--- src/rtl/beam_pkg.sv ---
// Shared types and constants for the beamforming datapath stages.
package beam_pkg;

    localparam int unsigned SAMPLE_W         = 16;
    localparam int unsigned SAMPLES_PER_BEAT = 8;

    typedef logic signed [SAMPLE_W-1:0] sample_t;

    // EMPTY: nothing held, LOW: presenting samples 0..3, HIGH: presenting samples 4..7
    typedef enum logic [1:0] {
        EMPTY,
        LOW,
        HIGH
    } packer_state_t;

endpackage

--- src/rtl/beam_frame_counter.sv ---
// Frame bookkeeping for the S2MM packer: latches the frame length on the first
// accepted pair of a frame and tracks the index of the pair currently held.
module beam_frame_counter #(
    parameter int unsigned LEN_W = 16
) (
    input  logic             clock,
    input  logic             reset,
    input  logic             accept,       // pair accepted this cycle
    input  logic             frame_end,    // tlast beat handshaken this cycle
    input  logic [LEN_W-1:0] frame_pairs,
    output logic             last_pair,    // held pair is the last of its frame
    output logic             at_boundary   // next accepted pair starts a new frame
);

    logic [LEN_W-1:0] len_q;
    logic [LEN_W-1:0] idx_q;
    logic             in_frame_q;

    assign last_pair   = in_frame_q && (idx_q == (len_q - LEN_W'(1)));
    // While the last pair drains, a refill in the same cycle belongs to the next frame.
    assign at_boundary = !in_frame_q || last_pair;

    // Length latch and pair index; a zero length is treated as one pair.
    always_ff @(posedge clock) begin
        if (reset) begin
            len_q      <= LEN_W'(1);
            idx_q      <= '0;
            in_frame_q <= 1'b0;
        end else if (accept) begin
            if (at_boundary) begin
                len_q      <= (frame_pairs == '0) ? LEN_W'(1) : frame_pairs;
                idx_q      <= '0;
                in_frame_q <= 1'b1;
            end else begin
                idx_q <= idx_q + LEN_W'(1);
            end
        end else if (frame_end) begin
            in_frame_q <= 1'b0;
        end
    end

endmodule

--- src/rtl/beam_s2mm_packer.sv ---
// Joins the real and imaginary beam streams, interleaves them into I/Q words and
// emits two 128-bit beats per input pair, framed with tlast for the S2MM DMA.
// Optional statistics counters are built when BEAM_PACKER_STATS_EN is defined.
module beam_s2mm_packer
    import beam_pkg::*;
#(
    parameter int unsigned SAMPLES = SAMPLES_PER_BEAT,
    parameter int unsigned LEN_W   = 16
) (
    input  logic                          clock,
    input  logic                          reset,
    input  logic                          enable,
    input  logic [LEN_W-1:0]              frame_pairs,
    input  logic [SAMPLES*SAMPLE_W-1:0]   s_axis_real_tdata,
    input  logic                          s_axis_real_tvalid,
    output logic                          s_axis_real_tready,
    input  logic                          s_axis_real_tlast,
    input  logic [SAMPLES*SAMPLE_W-1:0]   s_axis_imag_tdata,
    input  logic                          s_axis_imag_tvalid,
    output logic                          s_axis_imag_tready,
    input  logic                          s_axis_imag_tlast,
    output logic [SAMPLES*SAMPLE_W-1:0]   m_axis_s2mm_tdata,
    output logic [SAMPLES*SAMPLE_W/8-1:0] m_axis_s2mm_tkeep,
    output logic                          m_axis_s2mm_tvalid,
    input  logic                          m_axis_s2mm_tready,
    output logic                          m_axis_s2mm_tlast
`ifdef BEAM_PACKER_STATS_EN
    ,
    output logic [31:0]                   frame_count,
    output logic [31:0]                   stall_count
`endif
);

    localparam int unsigned HALF = SAMPLES / 2;

    packer_state_t state_q, state_d;
    logic [SAMPLES*SAMPLE_W-1:0] re_q, im_q;
    logic can_accept, accept, out_hs, frame_end;
    logic last_pair, at_boundary;
    logic unused_tlast;

    // Input tlast carries no meaning here; framing is by count.
    assign unused_tlast = s_axis_real_tlast ^ s_axis_imag_tlast;

    assign m_axis_s2mm_tkeep  = '1;
    assign m_axis_s2mm_tvalid = (state_q != EMPTY);
    assign m_axis_s2mm_tlast  = (state_q == HIGH) && last_pair;
    assign out_hs             = m_axis_s2mm_tvalid && m_axis_s2mm_tready;
    assign frame_end          = out_hs && m_axis_s2mm_tlast;

    // Accept window: empty, or refilling while the HIGH beat leaves this cycle.
    always_comb begin
        can_accept = (state_q == EMPTY) || ((state_q == HIGH) && m_axis_s2mm_tready);
        if (at_boundary && !enable) begin
            can_accept = 1'b0;
        end
        if (reset) begin
            can_accept = 1'b0;
        end
    end

    assign accept             = can_accept && s_axis_real_tvalid && s_axis_imag_tvalid;
    assign s_axis_real_tready = accept;
    assign s_axis_imag_tready = accept;

    // State register and held pair.
    always_ff @(posedge clock) begin
        if (reset) begin
            state_q <= EMPTY;
            re_q    <= '0;
            im_q    <= '0;
        end else begin
            state_q <= state_d;
            if (accept) begin
                re_q <= s_axis_real_tdata;
                im_q <= s_axis_imag_tdata;
            end
        end
    end

    // Next-state logic.
    always_comb begin
        state_d = state_q;
        unique case (state_q)
            EMPTY:   if (accept) state_d = LOW;
            LOW:     if (out_hs) state_d = HIGH;
            HIGH:    if (out_hs) state_d = accept ? LOW : EMPTY;
            default: state_d = EMPTY;
        endcase
    end

    // Output packing: word j = {im[k], re[k]} with k offset by HALF in HIGH.
    always_comb begin
        int unsigned k;
        sample_t     re_s;
        sample_t     im_s;
        k    = 0;
        re_s = '0;
        im_s = '0;
        m_axis_s2mm_tdata = '0;
        if (state_q != EMPTY) begin
            for (int j = 0; j < HALF; j++) begin
                k    = (state_q == HIGH) ? (j + HALF) : j;
                re_s = re_q[SAMPLE_W*k +: SAMPLE_W];
                im_s = im_q[SAMPLE_W*k +: SAMPLE_W];
                m_axis_s2mm_tdata[2*SAMPLE_W*j +: 2*SAMPLE_W] = {im_s, re_s};
            end
        end
    end

    beam_frame_counter #(
        .LEN_W (LEN_W)
    ) u_frame_counter (
        .clock       (clock),
        .reset       (reset),
        .accept      (accept),
        .frame_end   (frame_end),
        .frame_pairs (frame_pairs),
        .last_pair   (last_pair),
        .at_boundary (at_boundary)
    );

`ifdef BEAM_PACKER_STATS_EN
    // Completed frames and output stall cycles, both free-running and wrapping.
    always_ff @(posedge clock) begin
        if (reset) begin
            frame_count <= '0;
            stall_count <= '0;
        end else begin
            if (frame_end) begin
                frame_count <= frame_count + 32'd1;
            end
            if (m_axis_s2mm_tvalid && !m_axis_s2mm_tready) begin
                stall_count <= stall_count + 32'd1;
            end
        end
    end
`endif

endmodule

--- config.mk ---
export PLATFORM = sky130hd
export DESIGN_NAME = beam_s2mm_packer
export DESIGN_NICKNAME = d
export VERILOG_FILES = /design/src/rtl/beam_pkg.sv /design/src/rtl/beam_frame_counter.sv /design/src/rtl/beam_s2mm_packer.sv
export SDC_FILE = /design/constraint.sdc
export NUM_CORES = 1
export LEC_CHECK = 0
export ABC_AREA = 1
export CAP_MARGIN = 20
export CORE_UTILIZATION = 45
export DETAILED_ROUTE_END_ITERATION = 6
export PLACE_DENSITY_LB_ADDON = 0.12
export SLEW_MARGIN = 20
export SYNTH_ARGS = -nofsm -noshare
export SYNTH_HDL_FRONTEND = slang
export SYNTH_SLANG_ARGS = --single-unit
export TNS_END_PERCENT = 10
--- constraint.sdc ---
create_clock -name clock -period 7.7 [get_ports clock]
set_input_delay 1.155 -clock clock [delete_from_list [all_inputs] [get_ports clock]]
set_output_delay 1.155 -clock clock [all_outputs]
set_load 0.02 [all_outputs]
# Word level (Yosys, flattened, before mapping)
# Cells that the tools add are included.
# totals
register_bits	291
inputBits	280
output_inout_bits	148
# op_classes
addsub	2
eq_ne	7
n_shift	8
mux	17
n_reduce_logical	19
# op_table
cell	n
128-bit by 8-bit variable part select with 16-bit output	8
128-bit 2-to-1 mux	1
16-bit 2-to-1 mux	2
16-bit by 1-bit adder with 16-bit output (second input constant)	1
16-bit equality test	1
16-bit logical NOT	1
16-bit by 1-bit subtractor with 16-bit output (second input constant)	1
3-bit 2-to-1 mux	4
1-bit logical AND	8
1-bit 2-to-1 mux	6
2-bit 2-to-1 mux	3
2-bit != test (second input constant)	3
2-bit case mux with 3 select lines	1
2-bit AND reduction	2
2-bit nonzero test	2
3-bit AND reduction	1
2-bit by 1-bit equality test with 1-bit output (second input constant)	1
2-bit equality test (second input constant)	1
1-bit logical NOT	2
2-bit logical NOT	1
1-bit logical OR	2
2-bit by 1-bit != test with 1-bit output (second input constant)	1

# Logic depth before layout (Yosys ltp)
# depth
depth_word	12
mapped_depth	19

# By module
# From an unflattened synthesis, not the netlist that was laid out.
# hier_totals
cells_unflattened	2187
hier_area_um2	14536.4
# by_module_without_submodules
module	instances	cells_per_inst	area_per_inst_um2	seq_area_each_um2
beam_s2mm_packer	1	1851	12310.6	5165.0
beam_frame_counter	1	336	2225.9	660.6

# Worst setup path before layout
# OpenSTA, ideal clock, no wires.
# synth_path
kind	input to output
start	in reset
end	out s_axis_real_tready
t_arrival_ns	2.741
required_time_ns	6.545
path_slack_ns	3.804
path_stages	9
path_cell_list	clkbuf_1 nor4_4 inv_1 nor2_1 inv_2 nand2_2 buf_2 buf_2 buf_4
# synth_between
elab_chain_len	3
# synth_lines
element	line	text
start, declared	beam_s2mm_packer.sv:11	input logic reset,
1-bit 2-to-1 mux	beam_s2mm_packer.sv:57	if (reset) begin
1-bit logical AND (2 in a row)	beam_s2mm_packer.sv:62	assign accept = can_accept && s_axis_real_tvalid && s_axis_imag_tvalid;
end, declared	beam_s2mm_packer.sv:16	output logic s_axis_real_tready,
# No other way between the ends.

# Worst setup path in the final report
# Same ends and word-level chain as after synthesis.

==> summary.txt <==
Status: finished clean
Skew final: 0.01369 ns
Setup_tns: 0 ns
Initial core utilization: 45.79%
CP required: 6.55 ns
Final nets: 2,808
Worst Path Arrival: 4.11 ns
Post-synth cell types: 36
Area grow syn2layout: 34.56%
Synthesized area: 14,450 µm²
Slew @ Worst Pin: 1.078 ns
# hold bufs at CTS: 0
Ranking of synthesized cells by area: dfxtp_1 40%, nand2_1 16%, nor2_1 14%
Max stage delay on crit path: 0.69 ns
FFs w/ async S/R, synth: 0%
Layout cell share with drive strength beyond 1: 3.138%
Critical Path Most Common Cell: buf_4
Post-synth top area cell: dfxtp_1
DRC violations left: 0
Met3 usage: 6.753%
Crit-path leading delay family: buffers and inverters
Multi-input gate area: 6705 µm²
Hold/Removal Path Class: register to register
Crit path max fanout: 76
Routed wire per std cell: 13.62 µm
Clock Sinks: 291
EDFF count, synth: 0
CTS buffer count: 31
YS warnings: 0
Skew-Pair Late Insertion Delay: 0.55 ns
ANT nets after route: 0
Syn avg cell area: 6.550 µm²
GR Util met2: 40.51%
# IOs: 428
Slew headroom: 28.14%
H-tree levels: 1
FF/Latch Area: 5829 µm²
FMAX: 189.8 MHz
Area of the die: 32,830 µm²
Largest net degree at the start of global routing: 238
# setup viols final: 0
Port Buf Inserts: 409
Fin util: 61.62%
CP Launch Type: input port
Max cap viols: 0
Final HPWL DP: 27,460 µm
Die span in x: 181.2 µm
Top FF cell, synth: dfxtp_1
Max-slew violations: 0
Cell with the most instances after synthesis: nand2_1
CTS Buffer Depth: 3
Seq/Total Area, Yosys: 40.32%
WS Path Type: input port to primary output
Vias in the first global route: 12,930
Period utilisation layout: 68.42%
Root Buffer: clkbuf_16
Crit-path cells: clkdlybuf4s50_1, buf_4, nor4_4, buf_4, inv_1, nor2_1, buf_4, inv_2, nand2_8, clkdlybuf4s50_1
1st-pass router iterations: 7
Clock Pin Slew Worst Setup and Hold Paths: 0.06 ns
First-pass GRT wire length: 64,380 µm
FILL cells: 3,010
Maximum vdd drop: 0.1635 mV
Critical path endpoint category: primary output
#FFs+latches synth: 291
Setup bufs post-CTS: 0
Via count: 13,980
DRT iter0 DRCs: 782
Global route overflow: 0
Final Critical Period: 5.268 ns
Met1 usage in global routing: 28.25%
Buffers & Inverters on Critical Path: 7
Initial antenna violation count: 10
Die Span Y: 181.2 µm
PostCTS Resize Cnt: 0
Vias/cell: 4.721
Clock tree from TritonCTS: built
Synth top area share: 40.32%
Unrepaired setup endpoints after global routing: no
Core ar.: 31,560 µm²
Final hold viol count: 0
Top cells by count, synth: 607 x nand2_1, 551 x nor2_1, 298 x inv_1
GRT Total Usage: 23.93%
Post-Synthesis Cells: 2,206
Most used routing layer: met2
FP Rows: 65
Static Leak: 8.900 nW
CP max stage cell: clkdlybuf4s50_1
Pwr per Cell Area: 183.9 nW/µm²
GPL Wtd Cong: 0.8913
Wirelength, routed: 40,330 µm
[flip-flops by register name, indices dropped and copies added (netlist names)]
signal / cells
u_frame_counter.idx_q: 16
re_q: 128
u_frame_counter.len_q: 16
u_frame_counter.in_frame_q: 1
im_q: 128
state_q: 2
[cell type report]
class                   count  area share [%]
clock inverters             8          0.6242
clock buffers              48           4.781
multi-input cells        1480           34.49
flip-flops and latches    291           29.98
inverters                 303           5.888
diodes                     10          0.1287
repair buffers            419           21.53
well taps                 402           2.587
[worst register-to-register path, delay by kind of cell, from the launching register on]
| family | cells | cell delay (ns) |
|---|---|---|
| flops | 1 | 0.35 |
| buf+inv | 4 | 1.86 |
| simple gates | 14 | 1.93 |
| fa+ha+maj | 1 | 0.24 |
[layer usage]
metal | up-vias | part of all wire, %
li1 | 7303 | -
met1 | 6232 | 42
met2 | 368 | 47
met3 | 74 | 7.6
met4 | 2 | 3.3
met5 | - | 0.037
[cell families after synthesis]
| kind of cell | count (synthesis) | synth area share (%) |
|---|---|---|
| AND/OR/NAND/NOR | 1254 | 34.10 |
| buffers and inverters | 450 | 13.82 |
| flip-flops | 291 | 40.32 |
| AO/OA/AOI/OAI | 183 | 10.05 |
| XOR/XNOR | 25 | 1.515 |
| adder cells (fa/ha/maj) | 2 | 0.1731 |
| other | 1 | 0.02595 |
[worst paths after layout]
check                                  from                        end  slack, ns  depth (start not counted)
hold / removal    u_frame_counter.len_q[15]  u_frame_counter.len_q[15]       0.48                          2
setup reg to reg   u_frame_counter.len_q[0]                   re_q[26]       3.21                         19
setup / recovery                      reset         s_axis_real_tready       2.43                         10
hold reg to reg   u_frame_counter.len_q[15]  u_frame_counter.len_q[15]       0.48                          2
[power by group]
| group | internal, mW | leakage, nW | switching [mW] |
|---|---|---|---|
| registers | 1.56 | 2.36 | 0.0344 |
| logic | 0.228 | 6.02 | 0.227 |
| clock network | 0.924 | 0.515 | 0.601 |
| total | 2.71 | 8.90 | 0.862 |
[through the flow]
| step | instance area, µm² | instances | total power, mW | setup WS, ns | hold WS (ns) |
|---|---|---|---|---|---|
| CTS | 19410 | 2951 | 3.621 | 2.420 | 0.4785 |
| finish | 19440 | 2961 | 3.576 | 2.432 | 0.4765 |
| global route | 19440 | 2959 | 3.741 | 2.172 | 0.4940 |
| floorplan | 14510 | 2221 | 1.886 | 3.804 | 0.4535 |
| detailed placement | 18360 | 2895 | 2.085 | 2.112 | 0.4701 |
| global placement | 18360 | 2895 | 2.076 | 2.209 | 0.4620 |
[layout by cell type, fill, tap and decap left out, types with 2 or more instances in the layout]
master | synthesis | routed
nand3b_1 | 6 | 6
xor2_1 | 19 | 19
nor3_1 | 4 | 4
o2111ai_1 | 14 | 14
inv_2 | 4 | 4
inv_1 | 298 | 298
nand4_1 | 9 | 9
buf_4 | 19 | 8
nand2_1 | 607 | 607
or2_2 | 3 | 3
clkinv_2 | 0 | 3
clkdlybuf4s50_1 | 0 | 409
o21ai_0 | 12 | 12
clkbuf_1 | 68 | 8
conb_1 | 1 | 16
dfxtp_1 | 291 | 290
a21oi_1 | 27 | 27
and2_0 | 2 | 2
nor4_1 | 7 | 7
ha_1 | 2 | 2
clkbuf_16 | 0 | 31
xnor2_1 | 6 | 6
nor2_4 | 2 | 3
nor2_2 | 5 | 5
clkbuf_8 | 0 | 9
a22o_1 | 128 | 128
bufinv_16 | 0 | 3
nor2_1 | 551 | 550
nand3_1 | 51 | 51
diode_2 | 0 | 10
(Power assumes the default switching activity.)
